### src/rtl/bcd_feed_7seg_if.sv
// Bus between the count/control side and the 7-segment scan driver.
// The master drives the request side; bcd_feed_7seg is the slave.
interface bcd_feed_7seg_if;
  logic [5:0] value;
  logic       start;
  logic [1:0] fsm_st;
  logic       blank;
  logic [3:0] unit;
  logic [3:0] dec;
  logic [1:0] est_maq;
  logic       EN;
  logic       busy;
  logic       done;

  modport master (
    output value, start, fsm_st, blank,
    input  unit, dec, est_maq, EN, busy, done
  );

  modport slave (
    input  value, start, fsm_st, blank,
    output unit, dec, est_maq, EN, busy, done
  );
endinterface

### src/rtl/bcd_feed_7seg.sv
// Sequential shift-add-3 binary-to-BCD converter feeding the 7-segment scan driver.
// Digits only change on the DONE edge; out-of-range values show as 4'hF on both digits.
module bcd_feed_7seg #(
  parameter int unsigned MAX_VAL = 59
) (
  input  logic            clk,
  input  logic            reset,
  bcd_feed_7seg_if.slave  bus
);

  localparam int unsigned BIN_W = 6;
  localparam int unsigned DIG_W = 4;
  localparam int unsigned SH_W  = 2 * DIG_W + BIN_W;
  localparam int unsigned CNT_W = 3;
  localparam int unsigned ITERS = BIN_W;

  typedef enum logic [1:0] {
    S_IDLE = 2'd0,
    S_CONV = 2'd1,
    S_DONE = 2'd2
  } state_t;

  state_t           r_state;
  logic [SH_W-1:0]  r_sh;
  logic [CNT_W-1:0] r_cnt;
  logic [BIN_W-1:0] r_val;
  logic [DIG_W-1:0] r_unit;
  logic [DIG_W-1:0] r_dec;
  logic [1:0]       r_est_maq;
  logic             r_en;
  logic             r_busy;
  logic             r_done;
  logic             r_seen;

  logic [DIG_W-1:0] w_tens_adj;
  logic [DIG_W-1:0] w_units_adj;
  logic [SH_W-1:0]  w_sh_next;
  logic             w_last;
  logic             w_over;

  // One double-dabble step: correct nibbles >= 5, then shift {tens,units,bin} left.
  always_comb begin
    w_tens_adj  = r_sh[SH_W-1 -: DIG_W];
    w_units_adj = r_sh[BIN_W +: DIG_W];
    if (w_tens_adj >= DIG_W'(5))  w_tens_adj  = w_tens_adj + DIG_W'(3);
    if (w_units_adj >= DIG_W'(5)) w_units_adj = w_units_adj + DIG_W'(3);
    w_sh_next = {w_tens_adj, w_units_adj, r_sh[BIN_W-1:0]} << 1;
    w_last    = (r_cnt == CNT_W'(ITERS - 1));
    w_over    = (r_val > BIN_W'(MAX_VAL));
  end

  always_ff @(posedge clk) begin
    if (reset) begin
      r_state   <= S_IDLE;
      r_sh      <= '0;
      r_cnt     <= '0;
      r_val     <= '0;
      r_unit    <= '0;
      r_dec     <= '0;
      r_est_maq <= '0;
      r_en      <= 1'b0;
      r_busy    <= 1'b0;
      r_done    <= 1'b0;
      r_seen    <= 1'b0;
    end else begin
      r_est_maq <= bus.fsm_st;
      r_done    <= 1'b0;
      // Display is enabled only once a conversion has landed, and blank always wins.
      r_en      <= !bus.blank && (r_seen || (r_state == S_DONE));
      case (r_state)
        S_IDLE: begin
          r_busy <= bus.start;
          if (bus.start) begin
            r_val   <= bus.value;
            r_sh    <= {{(2*DIG_W){1'b0}}, bus.value};
            r_cnt   <= '0;
            r_state <= S_CONV;
          end
        end
        S_CONV: begin
          r_busy <= 1'b1;
          r_sh   <= w_sh_next;
          r_cnt  <= r_cnt + CNT_W'(1);
          if (w_last) r_state <= S_DONE;
        end
        S_DONE: begin
          r_busy  <= 1'b1;
          r_done  <= 1'b1;
          r_seen  <= 1'b1;
          r_state <= S_IDLE;
          if (w_over) begin
            r_unit <= '1;
            r_dec  <= '1;
          end else begin
            r_unit <= r_sh[BIN_W +: DIG_W];
            r_dec  <= r_sh[SH_W-1 -: DIG_W];
          end
        end
        default: r_state <= S_IDLE;
      endcase
    end
  end

  assign bus.unit    = r_unit;
  assign bus.dec     = r_dec;
  assign bus.est_maq = r_est_maq;
  assign bus.EN      = r_en;
  assign bus.busy    = r_busy;
  assign bus.done    = r_done;

endmodule

### src/flat_wrapper.sv
// flat-port wrapper written by rule: the top's interface ports become plain ports
module bcd_feed_7seg_flat 
#(
  parameter int unsigned MAX_VAL = 59
)
  (clk, reset, bus_value, bus_start, bus_fsm_st, bus_blank, bus_unit, bus_dec, bus_est_maq, bus_EN, bus_busy, bus_done);
  bcd_feed_7seg_if bus_i ();
  input  logic clk;
  input  logic reset;
  input wire logic [$bits(bus_i.value)-1:0] bus_value;
  input wire logic [$bits(bus_i.start)-1:0] bus_start;
  input wire logic [$bits(bus_i.fsm_st)-1:0] bus_fsm_st;
  input wire logic [$bits(bus_i.blank)-1:0] bus_blank;
  output wire logic [$bits(bus_i.unit)-1:0] bus_unit;
  output wire logic [$bits(bus_i.dec)-1:0] bus_dec;
  output wire logic [$bits(bus_i.est_maq)-1:0] bus_est_maq;
  output wire logic [$bits(bus_i.EN)-1:0] bus_EN;
  output wire logic [$bits(bus_i.busy)-1:0] bus_busy;
  output wire logic [$bits(bus_i.done)-1:0] bus_done;
  assign bus_i.value = bus_value;
  assign bus_i.start = bus_start;
  assign bus_i.fsm_st = bus_fsm_st;
  assign bus_i.blank = bus_blank;
  assign bus_unit = bus_i.unit;
  assign bus_dec = bus_i.dec;
  assign bus_est_maq = bus_i.est_maq;
  assign bus_EN = bus_i.EN;
  assign bus_busy = bus_i.busy;
  assign bus_done = bus_i.done;
  bcd_feed_7seg #(.MAX_VAL(MAX_VAL)) u_core (.clk(clk), .reset(reset), .bus(bus_i));
endmodule
### config.mk
export PLATFORM = sky130hd
export DESIGN_NAME = bcd_feed_7seg_flat
export DESIGN_NICKNAME = d
export VERILOG_FILES = /design/src/rtl/bcd_feed_7seg_if.sv /design/src/rtl/bcd_feed_7seg.sv /design/src/flat_wrapper.sv
export SDC_FILE = /design/constraint.sdc
export NUM_CORES = 1
export LEC_CHECK = 0
export CAP_MARGIN = 10
export CORE_ASPECT_RATIO = 1.25
export CORE_MARGIN = 4
export CORE_UTILIZATION = 30
export CTS_CLUSTER_DIAMETER = 30
export DETAILED_ROUTE_END_ITERATION = 16
export GPL_TIMING_DRIVEN = 0
export PLACE_DENSITY_LB_ADDON = 0.15
export SETUP_SLACK_MARGIN = 0.3
export SLEW_MARGIN = 25
export SYNTH_ARGS = -nofsm -noshare
export SYNTH_HDL_FRONTEND = slang
export SYNTH_SLANG_ARGS = --single-unit
### constraint.sdc
create_clock -name clk -period 1.6 [get_ports clk]
set_input_delay 0.24 -clock clk [delete_from_list [all_inputs] [get_ports clk]]
set_output_delay 0.24 -clock clk [all_outputs]
set_load 0.005 [all_outputs]
==> impl_results.md, run 1 <==
- Peak supply drop: 485.1 uV
- Ys Warns: 0
- Asr flop ratio synth: 0%
- Internal power: 1.725 mW
- # diodes: 0
- Final Wtd Congestion: 0.7587
- Synthesized cell area: 0.001659 mm^2
- Hold buffers post-CTS: 0
- Final WS setup: 209.0 ps
- Critical path type: register to register
- Number of global-route vias before repair: 1398
- DP Area: 0.002029 mm^2
- Routed Antenna Nets: 0
- Distinct cells, synth: 31
- Max Slew Vio Count: 0
- Residual DRC: 0
- Initial Util: 30.69%
- Max Used Layer: met4
- Least-Margin Pin Slew: 555.7 ps
- Via density: 4.717
- Final TNS setup: 0 ps
- Iter 0 DRT Violations: 30
- Io pins: 25
- Largest net degree at the start of global routing: 13
- Total Routed Length: 3874 um
- Max_cap viols: 0
- Hold slack final: 275.7 ps
- Commonest cells after routing, fill and taps aside: nor2_1 (31), dfxtp_1 (31), dlygate4sd2_1 (13)
- Switching pwr: 633.9 uW
- Share of layout cells above drive strength 1: 26.99%
- Final instance area: 0.002326 mm^2
- Syn Area/Cell: 8.968 um^2
- Core ar.: 0.005405 mm^2
- Setup Skew: 6.901 ps
- Via count: 1368
- Final min period: 1391 ps
- Root buf cell: clkbuf_8
- Met2 WL post-DR: 1904 um
- Power Density: 1014 mW/mm^2
- Hold Violations, Final: 0
- WP data arrival: 1610 ps
- CTS sink cnt: 37
- Synth Register Bits: 37
- Final net count: 248
- CTS Buf Count: 5
- Die area: 0.006792 mm^2
- Die width: 74.52 um
- Syn nets: 208
- Status: finished, final reports clean
- Met1 WL: 1713 um
- Max clock buf depth: 2
- Rel. slew slack: 62.95%
- Main synth FF type: dfxtp_1
- # port buffers: 22
- Worst skew pair latency: 290 ps
- Logic gate share of total power: 21.2%
- CTS tree: built
- Grt total ovfl: 0
- Clock share of power: 36.1%
- Worst Path Max Fanout: 10
- RSZ-0062 raised after global routing: true
- Drt pass-1 iters: 4
- Die Ht: 91.15 um
- CP startpoint kind: register
- Leak pwr: 0.9691 nW
- EDFF count, synth: 0
- Final setup viols: 0
- Tcrit/Tclk final: 86.94%
- Setup crit end kind: register
- FP Rows: 30
- Initial antenna violation count: 0
- Area growth from synthesis to layout: 40.20%
- Seq pwr share: 42.7%
- Net Sw Frac: 26.88%
- Met3 WL: 166 um
- DP Worst Slack: -0.2973 ps
- Cells after synthesis: 185
- Max Fclk: 718.9 MHz
- CTS H-tree lvls: 2
- Crit path required time: 1810 ps
- Drt wl/cell: 13.36 um
- Reg clk slew, reported paths: 80 ps
- First-pass GRT wire length: 6596 um
- GRT Util Overall: 12.56%
- Sequential element share of the synthesized area: 44.65%
- Post-DP HPWL: 2646 um
- Hold Path Class: input pin to register
per-stage QoR:
step	total power, mW	utilization, %	cells
after detailed placement	1.428	37.55	271
after global routing	2.482	43.03	290
after floorplan	1.327	-	185
final	2.358	43.03	290
after global placement	1.427	37.55	271
after CTS	2.381	42.22	289
layout make-up:
class / count / area, um^2
buffer: 10 / 78.83
clock buffer: 6 / 82.58
clock inverter: 2 / 37.54
fill: 552 / 3079
inverter: 7 / 28.78
multi-input combinational: 131 / 974.7
sequential: 37 / 753.2
tap: 64 / 80.08
timing repair buffer: 33 / 290.3
logic make-up (layout without fill, tap and decap cells):
group	count (synthesis)	in the layout	share of synthesized area, %
simple gates	80	80	22.63
flops	37	37	44.65
compound gates	28	28	12.59
buf+inv	17	58	4.827
fa+ha+maj	11	11	8.296
mux	9	9	5.430
xor+xnor	3	3	1.584
power by group through the flow:
stage | Clock (mW) | Sequential, mW | Combinational [mW]
after floorplan | 0 | 1.03 | 0.301
after global placement | 0 | 1.03 | 0.394
after detailed placement | 0 | 1.03 | 0.395
after CTS | 0.881 | 1.01 | 0.492
after global routing | 0.916 | 1.02 | 0.551
final | 0.851 | 1.01 | 0.501
registers in the layout, indices dropped and copies added, names as in the netlist:
name                count
u_core.bus.EN           1
u_core.bus.busy         1
u_core.bus.dec          4
u_core.bus.done         1
u_core.bus.est_maq      2
u_core.bus.unit         4
u_core.r_cnt            3
u_core.r_seen           1
u_core.r_sh            14
u_core.r_state          2
u_core.r_val            4
critical path, cell delays in order (launching register included):
cell and delay, ps:
dfxtp_4 370, inv_4 50, ha_4 160, buf_6 110, nor2b_4 140, nor2_4 150
buf_12 170, nor2_4 40, a211oi_2 130
per-layer routing:
metal / track usage (%) / up-vias
met5: 0 / -
met4: 5.193 / 0
met3: 3.765 / 8
met2: 19.35 / 26
met1: 16.04 / 634
li1: - / 700
what timing repair did:
item                                    in CTS  in global routing
pin swaps                                    8                  7
gates resized for setup                     34                  9
buffers inserted                            10                  1
endpoints found under the setup margin      41                 25
Yosys cell counts (2+ instances only):
| library cell | count | area (um^2) |
|---|---|---|
| inv_1 | 7 | 26.28 |
| mux2i_1 | 9 | 90.09 |
| a31oi_1 | 3 | 18.77 |
| ha_1 | 11 | 137.6 |
| nand3_1 | 8 | 40.04 |
| a21oi_1 | 9 | 45.04 |
| buf_1 | 3 | 11.26 |
| nand2b_1 | 4 | 25.02 |
| o21ai_0 | 2 | 10.01 |
| a22o_1 | 5 | 43.79 |
| nor2_1 | 37 | 138.9 |
| nor3_1 | 11 | 55.05 |
| nor2b_1 | 3 | 18.77 |
| xnor2_1 | 3 | 26.28 |
| a22oi_1 | 2 | 15.01 |
| nand2_1 | 10 | 37.54 |
| a211oi_2 | 5 | 62.56 |
| dfxtp_1 | 37 | 740.7 |
| buf_2 | 4 | 20.02 |
final timing paths:
check | start | end | slack [ps] | cells past startpoint
worst max-delay path | u_core.r_state[1]$_SDFFE_PP0P_ | u_core.r_sh[2]$_SDFFE_PP0P_ | 210 | 8
worst min-delay path | bus_start | u_core.r_val[2]$_SDFFE_PP0P_ | 280 | 3
worst max register to register | u_core.r_state[1]$_SDFFE_PP0P_ | u_core.r_sh[2]$_SDFFE_PP0P_ | 210 | 8
worst min register to register | u_core.r_seen$_SDFFE_PP0P_ | u_core.r_seen$_SDFFE_PP0P_ | 460 | 2
(Power assumes the default switching activity.)
==> run 2, diff against run 1 <==
Settings changed: CTS_BUF_LIST set to sky130_fd_sc_hd__clkbuf_4, CTS_CLUSTER_DIAMETER 30 to 100.
==> run 2 against run 1 <==
Clock power is 24% lower; clock skew hardly changed; critical path depth stayed put; largest cell class unchanged; maximum frequency is 0.37% lower; non-clock buffer count is 1 lower; largest power group unchanged; sequential share of layout area is 0.73 points higher; global-route usage hardly changed; routed wire length is 1.5% lower; worst setup slack worse by 5.1 ps.
==> impl_results.md, run 2 (synthesis gave the netlist of run 1 again) <==
- Status: finished, final reports clean
- Area growth from synthesis to layout: 38.69%
- Leak pwr: 0.9563 nW
- Die width: 74.52 um
- CP startpoint kind: register
- Drt wl/cell: 13.21 um
- Via count: 1347
- Total Routed Length: 3817 um
- DP Area: 0.002029 mm^2
- Io pins: 25
- Final setup viols: 0
- Worst skew pair latency: 350 ps
- Rel. slew slack: 61.54%
- Final min period: 1396 ps
- # fillers: 558
- Worst path slowest cell: dfxtp_4
- Placed Cells: 271
- DP Worst Slack: -0.2973 ps
- Crit path required time: 1880 ps
- Core ar.: 0.005405 mm^2
- Share of layout cells above drive strength 1: 30.22%
- CTS tree: built
- CTS sink cnt: 37
- First-pass GRT wire length: 6630 um
- Routed Antenna Nets: 0
- Final cell utilization of the core: 42.57%
- Hold Violations, Final: 0
- Slowest Stage Delay on Critical Path: 380 ps
- Final net count: 247
- Hold Path Class: input pin to register
- Via density: 4.661
- Final WS setup: 203.9 ps
- Largest net degree at the start of global routing: 13
- Die Ht: 91.15 um
- Commonest cells after routing, fill and taps aside: nor2_1 (30), dfxtp_1 (22), dfxtp_2 (14)
- Setup crit end kind: register
- Worst path most repeated cell: nor2_4
- Critical Path, Cell by Cell: inv_4 > ha_4 > buf_6 > nor2b_4 > nor2_4 > buf_12 > nor2_4 > a211oi_2
- CTS Buf Count: 5
- Top reg by flops: u_core.r_sh
- Grt total ovfl: 0
- Initial antenna violation count: 0
- Final instance area: 0.002301 mm^2
- Register-to-Register Path Depth: 8
- GRT Util Overall: 12.54%
- Max clock buf depth: 2
- Iter 0 DRT Violations: 42
- Tcrit/Tclk final: 87.26%
- Root buf cell: clkbuf_4
- # diodes: 0
- Peak supply drop: 406.7 uV
- Power Density: 933.2 mW/mm^2
- Worst Path Max Fanout: 10
- WP buf/inv: 3
- CTS H-tree lvls: 2
- Hold slack final: 213.4 ps
- Number of global-route vias before repair: 1384
- Fin cells: 289
- Setup Skew: 7.115 ps
- RSZ-0062 raised after global routing: true
- # port buffers: 22
- Drt pass-1 iters: 4
- Max_cap viols: 0
- Final TNS setup: 0 ps
- Max Slew Vio Count: 0
- WP data arrival: 1670 ps
- Total power: 2.147 mW
- Residual DRC: 0
- Initial Util: 30.69%
- Die area: 0.006792 mm^2
- Max reg flops: 14
- Most common cell after layout, fill and taps aside: nor2_1
- Least-Margin Pin Slew: 576.8 ps
- Max Fclk: 716.3 MHz
- Worst path depth: 8
- FP Rows: 30
- Reg clk slew, reported paths: 120 ps
- Top cell family by delay on the critical path: flip-flops
- WHS Path Cells: 3
- Critical path type: register to register
- Final Wtd Congestion: 0.7587
- Post-DP HPWL: 2646 um
[run 2: layer usage]
metal  vias up  wire (um)  track usage (%)
met3         6        151            3.765
li1        698          -                -
met4         0         61            5.638
met2        22       1882            18.84
met5         -          0                0
met1       621       1721            16.26
[run 2: final cells by class]
| cell class | instances | area (um^2) | area share [%] |
|---|---|---|---|
| Multi-Input combinational cell | 131 | 969.7 | 42.14 |
| Sequential cell | 37 | 762.0 | 33.12 |
| Timing Repair Buffer | 32 | 291.5 | 12.67 |
| Buffer | 10 | 90.09 | 3.915 |
| Tap cell | 64 | 80.08 | 3.480 |
| Clock inverter | 3 | 41.29 | 1.794 |
| Clock buffer | 5 | 37.54 | 1.631 |
| Inverter | 7 | 28.78 | 1.251 |
[run 2: worst paths after layout]
kind                                        from                           end  slack [ps]
setup / recovery  u_core.r_state[1]$_SDFFE_PP0P_   u_core.r_sh[2]$_SDFFE_PP0P_         200
hold / removal                         bus_start  u_core.r_val[2]$_SDFFE_PP0P_         210
setup reg to reg  u_core.r_state[1]$_SDFFE_PP0P_   u_core.r_sh[2]$_SDFFE_PP0P_         200
hold reg to reg     u_core.r_val[5]$_SDFFE_PP0P_  u_core.r_val[5]$_SDFFE_PP0P_         470
[run 2: worst min-delay path, cell delays in order]
cell and delay [ps]:
buf_4 150, nand3_1 80, a21oi_1 50
[run 2: where the power goes]
| group | switching, mW | internal, mW | leakage [nW] | total (mW) |
|---|---|---|---|---|
| registers | 0.0379 | 0.968 | 0.309 | 1.01 |
| clock network | 0.324 | 0.323 | 0.0389 | 0.648 |
| logic | 0.247 | 0.246 | 0.609 | 0.493 |
| total | 0.609 | 1.54 | 0.956 | 2.15 |
[run 2: timing repair]
item	4_1_cts	5_1_grt
buffers inserted	9	1
hold endpoints to repair	0	0
hold buffers	0	0
gates resized for setup	45	10
cloned	0	0
setup endpoints to repair	42	26
pin swaps	9	5
